`config.mk`:
```
export PLATFORM = sky130hd
export DESIGN_NAME = seq_multiplier_flat
export DESIGN_NICKNAME = d
export VERILOG_FILES = /design/src/rtl/seq_multiplier_if.sv /design/src/rtl/seq_multiplier.sv /design/src/flat_wrapper.sv
export SDC_FILE = /design/constraint.sdc
export NUM_CORES = 1
export LEC_CHECK = 0
export BUFFER_PORTS_ARGS = -buffer_cell sky130_fd_sc_hd__clkbuf_2
export CAP_MARGIN = 20
export CORE_MARGIN = 5
export CORE_UTILIZATION = 60
export CTS_BUF_LIST = sky130_fd_sc_hd__clkbuf_2
export DETAILED_ROUTE_END_ITERATION = 8
export PLACE_DENSITY_LB_ADDON = 0.3
export SLEW_MARGIN = 10
export SYNTH_ARGS = -nofsm -noshare
export SYNTH_HDL_FRONTEND = slang
export SYNTH_SLANG_ARGS = --single-unit
```
`constraint.sdc`:
```
create_clock -name clk -period 2.8 [get_ports clk]
set_input_delay 0.42 -clock clk [delete_from_list [all_inputs] [get_ports clk]]
set_output_delay 0.42 -clock clk [all_outputs]
set_load 0.005 [all_outputs]
```
`src/rtl/seq_multiplier_if.sv`:
```
// ============================================================================
// Module   : seq_multiplier_if
// Purpose  : Operand/result handshake bundle for the sequential multiplier.
// Revision : 1.0 - initial release
// ============================================================================
`timescale 1ns/1ps
`default_nettype none

interface seq_multiplier_if #(
  parameter int WIDTH = 8
) ();

  logic                 in_valid;
  logic                 in_ready;
  logic [WIDTH-1:0]     a_in;
  logic [WIDTH-1:0]     b_in;
  logic                 signed_mode;
  logic                 out_valid;
  logic                 out_ready;
  logic [2*WIDTH-1:0]   product;
  logic                 busy;

  modport master (
    output in_valid, a_in, b_in, signed_mode, out_ready,
    input  in_ready, out_valid, product, busy
  );

  modport slave (
    input  in_valid, a_in, b_in, signed_mode, out_ready,
    output in_ready, out_valid, product, busy
  );

endinterface

`default_nettype wire

```
`src/rtl/seq_multiplier.sv`:
```
// ============================================================================
// Module   : seq_multiplier
// Purpose  : Fixed-latency shift-add multiplier, signed or unsigned operands.
// Revision : 1.0 - initial release
// ============================================================================
`timescale 1ns/1ps
`default_nettype none

module seq_multiplier #(
  parameter int WIDTH     = 8,
  parameter bit SIGNED_EN = 1'b1
) (
  input  wire logic        clk,
  input  wire logic        reset,
  seq_multiplier_if.slave  bus
);

  localparam int                     c_cnt_w    = $clog2(WIDTH + 1);
  localparam logic [c_cnt_w-1:0]     c_cnt_last = c_cnt_w'(WIDTH);
  localparam logic [c_cnt_w-1:0]     c_cnt_one  = {{(c_cnt_w-1){1'b0}}, 1'b1};
  localparam logic [WIDTH-1:0]       c_one_w    = {{(WIDTH-1){1'b0}}, 1'b1};
  localparam logic [2*WIDTH-1:0]     c_one_2w   = {{(2*WIDTH-1){1'b0}}, 1'b1};

  typedef enum logic [1:0] {
    S_IDLE = 2'd0,
    S_CALC = 2'd1,
    S_DONE = 2'd2
  } state_t;

  state_t               r_state;
  state_t               w_state_nxt;

  logic [WIDTH-1:0]     r_mcand;
  logic [WIDTH-1:0]     r_mplier;
  logic [2*WIDTH-1:0]   r_acc;
  logic [2*WIDTH-1:0]   r_product;
  logic                 r_neg;
  logic [c_cnt_w-1:0]   r_count;

  logic                 w_mode;
  logic                 w_a_neg;
  logic                 w_b_neg;
  logic [WIDTH-1:0]     w_a_mag;
  logic [WIDTH-1:0]     w_b_mag;
  logic [WIDTH-1:0]     w_addend;
  logic [WIDTH:0]       w_sum;
  logic [2*WIDTH-1:0]   w_acc_step;
  logic [2*WIDTH-1:0]   w_final;

  // Magnitude of the most negative value wraps to 2^(WIDTH-1), which is exact unsigned.
  always_comb begin
    w_mode   = bus.signed_mode & SIGNED_EN;
    w_a_neg  = w_mode & bus.a_in[WIDTH-1];
    w_b_neg  = w_mode & bus.b_in[WIDTH-1];
    w_a_mag  = w_a_neg ? (~bus.a_in + c_one_w) : bus.a_in;
    w_b_mag  = w_b_neg ? (~bus.b_in + c_one_w) : bus.b_in;
  end

  always_comb begin
    w_addend   = r_mplier[0] ? r_mcand : '0;
    w_sum      = {1'b0, r_acc[2*WIDTH-1:WIDTH]} + {1'b0, w_addend};
    w_acc_step = {w_sum, r_acc[WIDTH-1:1]};
    w_final    = (r_neg && (r_acc != '0)) ? (~r_acc + c_one_2w) : r_acc;
  end

  always_ff @(posedge clk or posedge reset) begin
    if (reset) begin
      r_state <= S_IDLE;
    end else begin
      r_state <= w_state_nxt;
    end
  end

  always_comb begin
    w_state_nxt = r_state;
    case (r_state)
      S_IDLE:  if (bus.in_valid)           w_state_nxt = S_CALC;
      S_CALC:  if (r_count == c_cnt_last)  w_state_nxt = S_DONE;
      S_DONE:  if (bus.out_ready)          w_state_nxt = S_IDLE;
      default:                             w_state_nxt = S_IDLE;
    endcase
  end

  // WIDTH shift-add steps, then one finalize cycle that applies the sign.
  always_ff @(posedge clk or posedge reset) begin
    if (reset) begin
      r_mcand   <= '0;
      r_mplier  <= '0;
      r_acc     <= '0;
      r_product <= '0;
      r_neg     <= 1'b0;
      r_count   <= '0;
    end else begin
      case (r_state)
        S_IDLE: begin
          if (bus.in_valid) begin
            r_mcand  <= w_a_mag;
            r_mplier <= w_b_mag;
            r_neg    <= w_a_neg ^ w_b_neg;
            r_acc    <= '0;
            r_count  <= '0;
          end
        end
        S_CALC: begin
          if (r_count != c_cnt_last) begin
            r_acc    <= w_acc_step;
            r_mplier <= r_mplier >> 1;
            r_count  <= r_count + c_cnt_one;
          end else begin
            r_product <= w_final;
          end
        end
        default: ;
      endcase
    end
  end

  assign bus.in_ready  = (r_state == S_IDLE);
  assign bus.out_valid = (r_state == S_DONE);
  assign bus.busy      = (r_state == S_CALC) || (r_state == S_DONE);
  assign bus.product   = r_product;

endmodule

`default_nettype wire

```
`src/flat_wrapper.sv`:
```
// flat-port wrapper written by rule: the top's interface ports become plain ports
module seq_multiplier_flat 
#(
  parameter int WIDTH     = 8,
  parameter bit SIGNED_EN = 1'b1
)
  (clk, reset, bus_in_valid, bus_a_in, bus_b_in, bus_signed_mode, bus_out_ready, bus_in_ready, bus_out_valid, bus_product, bus_busy);
  seq_multiplier_if #(.WIDTH(WIDTH)) bus_i ();
  input  wire logic clk;
  input  wire logic reset;
  input wire logic [$bits(bus_i.in_valid)-1:0] bus_in_valid;
  input wire logic [$bits(bus_i.a_in)-1:0] bus_a_in;
  input wire logic [$bits(bus_i.b_in)-1:0] bus_b_in;
  input wire logic [$bits(bus_i.signed_mode)-1:0] bus_signed_mode;
  input wire logic [$bits(bus_i.out_ready)-1:0] bus_out_ready;
  output wire logic [$bits(bus_i.in_ready)-1:0] bus_in_ready;
  output wire logic [$bits(bus_i.out_valid)-1:0] bus_out_valid;
  output wire logic [$bits(bus_i.product)-1:0] bus_product;
  output wire logic [$bits(bus_i.busy)-1:0] bus_busy;
  assign bus_i.in_valid = bus_in_valid;
  assign bus_i.a_in = bus_a_in;
  assign bus_i.b_in = bus_b_in;
  assign bus_i.signed_mode = bus_signed_mode;
  assign bus_i.out_ready = bus_out_ready;
  assign bus_in_ready = bus_i.in_ready;
  assign bus_out_valid = bus_i.out_valid;
  assign bus_product = bus_i.product;
  assign bus_busy = bus_i.busy;
  seq_multiplier #(.WIDTH(WIDTH), .SIGNED_EN(SIGNED_EN)) u_core (.clk(clk), .reset(reset), .bus(bus_i));
endmodule
```
Word level (Yosys, flattened, before mapping):

Index checks and enable logic that the tools add are counted.

* register bits after elaboration: 55
* logic and storage cells: 53

* add/subtract/negate cells: 5
* equal/unequal tests: 8
* multiplexer cells: 17
* bitwise logic cells: 7
* reductions and logical operators: 9

Operators with widths (count)
* two-way mux 16 bit: 3
* two-way mux 8 bit: 5
* one-hot mux 16 bit (2 select lines): 1
* adder 16 x 1 -> 16 bit (second input constant): 1
* adder 8 x 1 -> 8 bit (second input constant): 2
* inverter 16 bit: 1
* inverter 8 bit: 2
* one-hot mux 8 bit (2 select lines): 1
* nonzero test 16 bit: 1
* adder 8 x 8 -> 9 bit: 1
* two-way mux 4 bit: 2
* one-hot mux 4 bit (2 select lines): 1
* two-way mux 2 bit: 3
* one-hot mux 2 bit (3 select lines): 1
* AND reduction 3 bit: 2
* adder 4 x 1 -> 4 bit (second input constant): 1
* equality test 4 bit (second input constant): 1
* inequality test 2 x 1 -> 1 bit (second input constant): 2
* inequality test 2 bit (second input constant): 2
* inequality test 4 bit (second input constant): 1
* AND reduction 2 bit: 2
* bitwise AND 1 bit: 2
* equality test 2 x 1 -> 1 bit (second input constant): 1
* equality test 2 bit (second input constant): 1
* other kinds (6): 6

Longest topological paths before layout:

Gate-level depths: netlist of the first run.

* depth after elaboration: 5
* gate-level depth with buffers: 8
* mapped depth without buffers: 8

Worst setup path after synthesis of the first run:

OpenSTA, ideal clock, no wires.

* path type: reg2reg
* start: register u_core.r_mplier[0]
* end: register u_core.r_acc[13]
* data arrival time: 1949 ps
* setup slack: 730 ps
* stages on the path, launching flop included: 9
* path buffers: 0
* cell sequence: dfrtp_1 -> and2_1 -> ha_1 -> fa_1 -> a211oi_1 -> o21bai_1 -> a21o_1 -> xor2_1 -> a22o_1

* longest elaborated chain between the ends: 4

RTL lines
* start: declaration: line seq_multiplier.sv:34 `logic [WIDTH-1:0] r_mplier;`
* start signal: assignment: line seq_multiplier.sv:98 `r_mplier <= w_b_mag;`
* start signal: assignment: line seq_multiplier.sv:107 `r_mplier <= r_mplier >> 1;`
* two-way mux 8 bit: line seq_multiplier.sv:60 `w_addend = r_mplier[0] ? r_mcand : '0;`
* adder 8 x 8 -> 9 bit: line seq_multiplier.sv:61 `w_sum = {1'b0, r_acc[2*WIDTH-1:WIDTH]} + {1'b0, w_addend};`
* two-way mux 16 bit: line seq_multiplier.sv:105 `if (r_count != c_cnt_last) begin`
* one-hot mux 16 bit (2 select lines): line seq_multiplier.sv:94 `case (r_state)`
* end signal: assignment: line seq_multiplier.sv:106 `r_acc <= w_acc_step;`
* end: declaration: line seq_multiplier.sv:35 `logic [2*WIDTH-1:0] r_acc;`

Every way passes these cells. The select of a mux whose other input is x is not followed.
A chain may end at the register's enable or synchronous reset.

Worst setup path in the final report of the first run:

Ends and elaborated chain as after synthesis.

==> results of run 1 <==
[through the flow]
stage	power (mW)	worst slack, ns
after global placement	2.357	0.6470
after CTS	2.795	0.5496
after floorplan	2.101	0.7297
final	2.777	0.5527
after detailed placement	2.400	0.5839
after global routing	3.009	0.4499
[layout by cell type, fill, tap and decap left out, drive strengths merged, types with 2 or more instances in the layout]
cell and count:
dfrtp 55, nand2 54, o21ai 46, clkbuf 44
xor2 20, nor2 18, inv 17, ha 16
a21oi 13, xnor2 11, a22o 11, and2 8
nor3 7, nand3 6, o211ai 5, buf 5
or3 5, nand2b 4, nor4 3, mux2i 3
a21o 3, o31ai 3, nand3b 2, nand4b 2
a22oi 2, a222oi 2, a31oi 2, nor2b 2
a211oi 2, o21bai 2, o221ai 2, clkinv 2
[tightest hold or removal path: stages]
cell      delay (ns)
clkbuf_2        0.12
nand2_1         0.06
o21ai_0         0.06
[sequential cells by signal, indices dropped and copies added, names as in the netlist]
name / flops
u_core.r_acc: 16
u_core.r_neg: 1
u_core.r_mplier: 8
u_core.bus.product: 16
u_core.r_mcand: 8
u_core.r_state: 2
u_core.r_count: 4
[report_power, final]
group          switching, mW  leakage (nW)  internal [mW]
clock network          0.247        0.0404          0.146
logic                  0.705         0.938          0.494
registers              0.192         0.738          0.993
[repair_timing]
action                                 in CTS  in global routing
endpoints found under the hold margin      21                  0
setup buffers                               0                  0
hold buffers                                1                  0
resized for setup                           0                  0
[worst paths after layout]
| check | start | end | slack, ns | depth (start not counted) |
|---|---|---|---|---|
| worst min register to register | u_core.bus.product[6] | u_core.bus.product[6] | 0.51 | 2 |
| worst max-delay path | u_core.r_mplier[0] | u_core.r_acc[13] | 0.55 | 8 |
| worst min-delay path | bus_a_in[7] | u_core.r_mcand[7] | 0.21 | 3 |
| max in group asynchronous | reset | u_core.r_acc[5] | 1.57 | 4 |
| worst max register to register | u_core.r_mplier[0] | u_core.r_acc[13] | 0.55 | 8 |
| min in group asynchronous | reset | u_core.r_state[0] | 0.45 | 3 |
[cells by family (layout without fill, tap and decap cells)]
family                     Yosys count  after routing  synth area share (%)
and+or+nand+nor                    115            115                 16.98
AOI/OAI and AO/OA                   97             97                 19.59
DFF                                 55             55                 42.94
buffers and inverters               32             70                 4.215
xor gates and xnor gates            31             31                 8.470
adders and majority gates           17             17                 6.870
muxes                                3              3                0.9368
[routing by layer]
layer	wire, um	part of all wire, %	vias to the layer above	track usage [%]
li1	-	-	1298	-
met1	2864	47	1183	23.85
met2	2850	47	49	30.17
met3	274	4.5	8	4.356
met4	92	1.5	0	6.241
met5	0	0	-	0
[synthesized netlist by cell type, drive strengths merged (7+ instances only)]
cell type,n
dfrtp,55
inv,17
o21ai,46
a22o,11
ha,16
a21oi,13
clkbuf,12
xnor2,11
nor3,7
and2,8
nand2,54
xor2,20
nor2,18
[layout make-up]
cell class	instances	area, um2
inverter	17	63.81
clock buffer	5	25.02
sequential	55	1376
tap	70	87.58
clock inverter	3	38.79
fill	461	1612
multi-input combinational	263	1694
timing repair buffer	45	242.7
==> qor.yml, run 1 <==
detailed_routing:
  drtIter0Drc: 157
  post_drt_via_cell_ratio: 5.541
  wl_per_cell_um: 13.28
  firstDrtPassIters: 4
  antenna_left: 0
  vias: 2538
  drt-total-wl_mm: 6.082
  drt_drc_violations_left: 0
sta:
  hold_viol_final: 0
  max_slew_margin_pct: 59.09
  holdWs_ns: 0.2052
  final-setup-viol-count: 0
  fmaxAchievable_mhz: 445.0
  fin_crit_sh_pct: 80.26
  fin_crit_ns: 2.247
  final-max-slew-violation-count: 0
  fin_worst_skew_ns: 0.01472
  tns_ns: 0
  grt_setup_unrepaired: "no"
  tightest_slew_ns: 0.6080
layout:
  finalCoreUtilization_pct: 68.65
  final_area_um2: 3528
  drive_gt1_share_pct: 14.69
  diodes: 0
  area_growth_pct: 10.07
  final_cell_count_no_fill: 458
  nets: 425
die:
  initial_core_util_pct: 62.37
  die_height_um: 83.10
  dieArea_um2: 6905
  die_w_um: 83.10
  row_count: 26
  coreArea_um2: 5140
  ioPinCount: 40
logic_synthesis:
  synth_edf_count: 0
  ys.flop_type: "dfrtp_1"
  synth_nets: 388
  yosysTopAreaCell: "dfrtp_1"
  synth_area_um2: 3206
  syn_avg_cell_area_um2: 9.159
  yosysTopAreaCellShare_pct: 42.94
  synth-async-reset-ratio_pct: 100.0
  synth_warnings: 0
  synth.distinct_cells: 45
  yosysSeqAreaShare_pct: 42.94
  synthTopCellsByArea: "dfrtp_1 43%, nand2_1 6.3%, ha_1 6.2%"
  syn_inst: 350
  ys_ff_latch: 55
critical_path:
  path_max_fanout: 9
  cp_num_buf_inv: 0
  critPathTopFamily: "compound AO/OA/AOI/OAI gates"
  cp_slowest_stage_delay_ns: 0.51
  critPathSlowestCell: "dfrtp_1"
  critPathCaptureType: "flip-flop"
  path_class: "reg -> reg"
  start_kind: "flip-flop"
  arrival_ns: 2.63
  cp.required_ns: 3.18
  worstPathCellList: "and2_1, ha_1, fa_1, a211oi_1, o21bai_1, a21o_1, xor2_1, a22o_1"
placement:
  port_buffers: 39
  hpwl_mm: 4.591
  dp.cells: 449
  placed_area_um2: 3455
  place_congestion: 0.8271
cts:
  root_buffer: "clkbuf_2"
  clk_pin_slew_ns: 0.26
  max-clock-path-buffers: 2
  clk_latency_ns: 0.45
  numCtsBuffers: 5
  tritoncts: "done"
  htreeDepth: 2
  clock-sinks: 55
grt:
  grt_pass1_vias: 2407
  grt_pass1_wl_mm: 10.75
  antenna_found_initial: 0
  gr-total-overflow: 0
  grt_max_degree: 35
  grt_use_total_pct: 18.39
power_and_ir_drop:
  p_leak_nw: 1.716
  ir_worst_vdd_mv: 0.3330
  power.density_nw_per_um2: 787.1
run:
  max_cap_viol_count: 0
outcome:
  outcome: "finished clean"
min_path:
  hp-class: "in -> reg"
No activity file was read; power rests on OpenSTA's default activity.
==> inputs of run 2 (changes only) <==
--- a/config.mk
+++ b/config.mk
@@ -8,7 +8,7 @@
 export BUFFER_PORTS_ARGS = -buffer_cell sky130_fd_sc_hd__clkbuf_2
 export CAP_MARGIN = 20
 export CORE_MARGIN = 5
-export CORE_UTILIZATION = 60
+export CORE_UTILIZATION = 54
 export CTS_BUF_LIST = sky130_fd_sc_hd__clkbuf_2
 export DETAILED_ROUTE_END_ITERATION = 8
 export PLACE_DENSITY_LB_ADDON = 0.3
==> constraint.sdc (replaced) <==
create_clock -name clk -period 1.9 [get_ports clk]
set_input_delay 0.285 -clock clk [delete_from_list [all_inputs] [get_ports clk]]
set_output_delay 0.285 -clock clk [all_outputs]
set_load 0.005 [all_outputs]
==> run 2 against run 1 <==
The flow now finishes with violations (setup timing). Core utilization down 1.5 points. Sequential share of layout area is 4.0 points lower. Sequential power up 47%. Sequential cell count unchanged. Critical path depth is 3 lower. Combinational power up 88%. Critical endpoint is now u_core.bus.product[7]. Largest cell class unchanged. Largest power group unchanged.
==> qor.yml, run 2 (synthesized netlist as in run 1, its figures left out) <==
layout:
  area_growth_pct: 22.56
  nets: 456  # +7.3%
  final_area_um2: 3929  # +11%
  finalCoreUtilization_pct: 67.15  # -1.5 points
  final_cell_count_no_fill: 494  # +7.9%
  drive_gt1_share_pct: 25.06  # +10 points
  final_cell_mix: "55 x dfrtp_1, 54 x nand2_1, 44 x clkbuf_2"
  mostFrequentLayoutCell: "dfrtp_1"
  diodes: 0  # unchanged
power_and_ir_drop:
  power_mw: 4.576  # +65%
  swShare_pct: 41.16  # about the same
  seqPwrFrac_pct: 38.0  # -4.6 points
  intPower_mw: 2.693  # +65%
  ir_worst_vdd_mv: 0.5977  # +79%
  pwr-share-clk_pct: 12.6  # -1.6 points
  p_leak_nw: 1.899  # +11%
  p_switching_mw: 1.884  # +65%
  comb_power_share_pct: 49.4  # +6.2 points
  power.density_nw_per_um2: 1165  # +48%
critical_path:
  path_class: "reg -> reg"
  critPathSlowestCell: "or4_4"
  reg2reg_depth: 5  # -3
  worstPathCellList: "or3_4, or4_4, o211ai_1, xor2_1, o21ai_1"
  critPathCaptureType: "flip-flop"
  path_max_fanout: 6  # -3
  arrival_ns: 2.33  # -0.30 ns
  start_kind: "flip-flop"
  cp.required_ns: 2.27  # -0.91 ns
  cp_slowest_stage_delay_ns: 0.52  # about the same
detailed_routing:
  firstDrtPassIters: 4  # unchanged
  drt_drc_violations_left: 0  # unchanged
  drtIter0Drc: 136  # -13%
  antenna_left: 0  # unchanged
  wl_per_cell_um: 13.61  # +2.5%
  post_drt_via_cell_ratio: 5.403  # -2.5%
  drt-total-wl_mm: 6.722  # +11%
  vias: 2669  # +5.2%
die:
  die_w_um: 87.05  # +4.8%
  coreArea_um2: 5851  # +14%
  initial_core_util_pct: 54.79  # -7.6 points
  dieArea_um2: 7577  # +9.7%
  die_height_um: 87.05  # +4.8%
  row_count: 28  # +7.7%
  ioPinCount: 40  # unchanged
cts:
  htreeDepth: 2  # unchanged
  clk_pin_slew_ns: 0.26  # about the same
  max-clock-path-buffers: 2  # unchanged
  clk_latency_ns: 0.44  # about the same
  clock-sinks: 55  # unchanged
  root_buffer: "clkbuf_2"
  tritoncts: "done"
  numCtsBuffers: 5  # unchanged
sta:
  fin_crit_ns: 1.968  # -0.2791 ns
  tns_ns: -0.1895  # -0.1895 ns
  fmaxAchievable_mhz: 508.1  # +14%
  hold_viol_final: 0  # unchanged
  final-setup-viol-count: 9  # +9
  final-max-slew-violation-count: 0  # unchanged
  fin_worst_skew_ns: 0.01967  # +0.004949 ns
  max_slew_margin_pct: 49.89  # -9.2 points
  fin_crit_sh_pct: 103.6  # +23 points
  worst_slack_ns: -0.06815  # -0.6209 ns
  grt_setup_unrepaired: "yes"
  tightest_slew_ns: 0.7517  # +0.1436 ns
  holdWs_ns: 0.1140  # -0.09121 ns
grt:
  gr-total-overflow: 0  # unchanged
  grt_max_degree: 56  # +60%
  antenna_found_initial: 0  # unchanged
  grt_pass1_vias: 2627  # +9.1%
  grt_pass1_wl_mm: 11.80  # +9.8%
  grt_use_total_pct: 19.03  # +0.64 points
placement:
  place_congestion: 0.8591  # +3.9%
  hpwl_mm: 4.969  # +8.2%
  dp.cells: 480  # +6.9%
  placed_area_um2: 3709  # +7.4%
  port_buffers: 39  # unchanged
  place_worst_setup_slack_ns: -0.1328  # -0.7168 ns
outcome:
  outcome: "finished with violations"
  violations: "setup timing"
run:
  max_cap_viol_count: 0  # unchanged
min_path:
  hp-class: "in -> reg"
  whs_path_depth: 3  # unchanged
run 2: cell type report:
cell class	instances	area (um2)
well taps	75	93.84
fillers	471	1922
inverters	17	63.81
clock inverters	3	38.79
multi-input cells	264	1838
flip-flops and latches	55	1376
clock buffers	5	25.02
repair buffers	75	493.0
run 2: critical path: cells and delay by family, from the launching register on:
kind            cells  cell delay (ns)
compound gates      2             0.35
xor+xnor            1             0.19
flops               1             0.44
simple gates        2             0.92
run 2: per-layer routing:
metal  global-route usage (%)  up-vias  wire length (um)  part of all wire [%]
li1                         -     1364                 -                     -
met1                    24.50     1245              3031                    45
met2                    33.40       55              3334                    50
met3                    3.217        5               297                   4.4
met4                    4.249        0                57                  0.85
met5                        0        -                 0                     0
run 2: power groups by stage:
stage,clock (mW),sequential [mW],combinational [mW]
floorplan,0,1.68,1.46
global placement,0,1.72,2.00
detailed placement,0,1.74,2.07
CTS,0.595,1.73,2.17
global route,0.637,1.79,2.55
finish,0.575,1.74,2.26
run 2: worst paths after layout:
kind	from	end	slack, ns
worst max-delay path	u_core.r_acc[5]	u_core.bus.product[7]	-0.07
worst min-delay path	bus_a_in[7]	u_core.r_mcand[7]	0.11
worst max register to register	u_core.r_acc[5]	u_core.bus.product[7]	-0.07
worst min register to register	u_core.r_mcand[2]	u_core.r_mcand[2]	0.51
max in group asynchronous	reset	u_core.r_mcand[0]	1.28
min in group asynchronous	reset	u_core.bus.product[2]	0.37
run 2: timing repair:
action | CTS | global route
endpoints found under the setup margin | 15 | 17
endpoints found under the hold margin | 55 | 0
setup buffers | 1 | 3
hold buffers | 1 | 0
pin swaps | 9 | 13
resized for setup | 11 | 9
gates cloned | 1 | 0
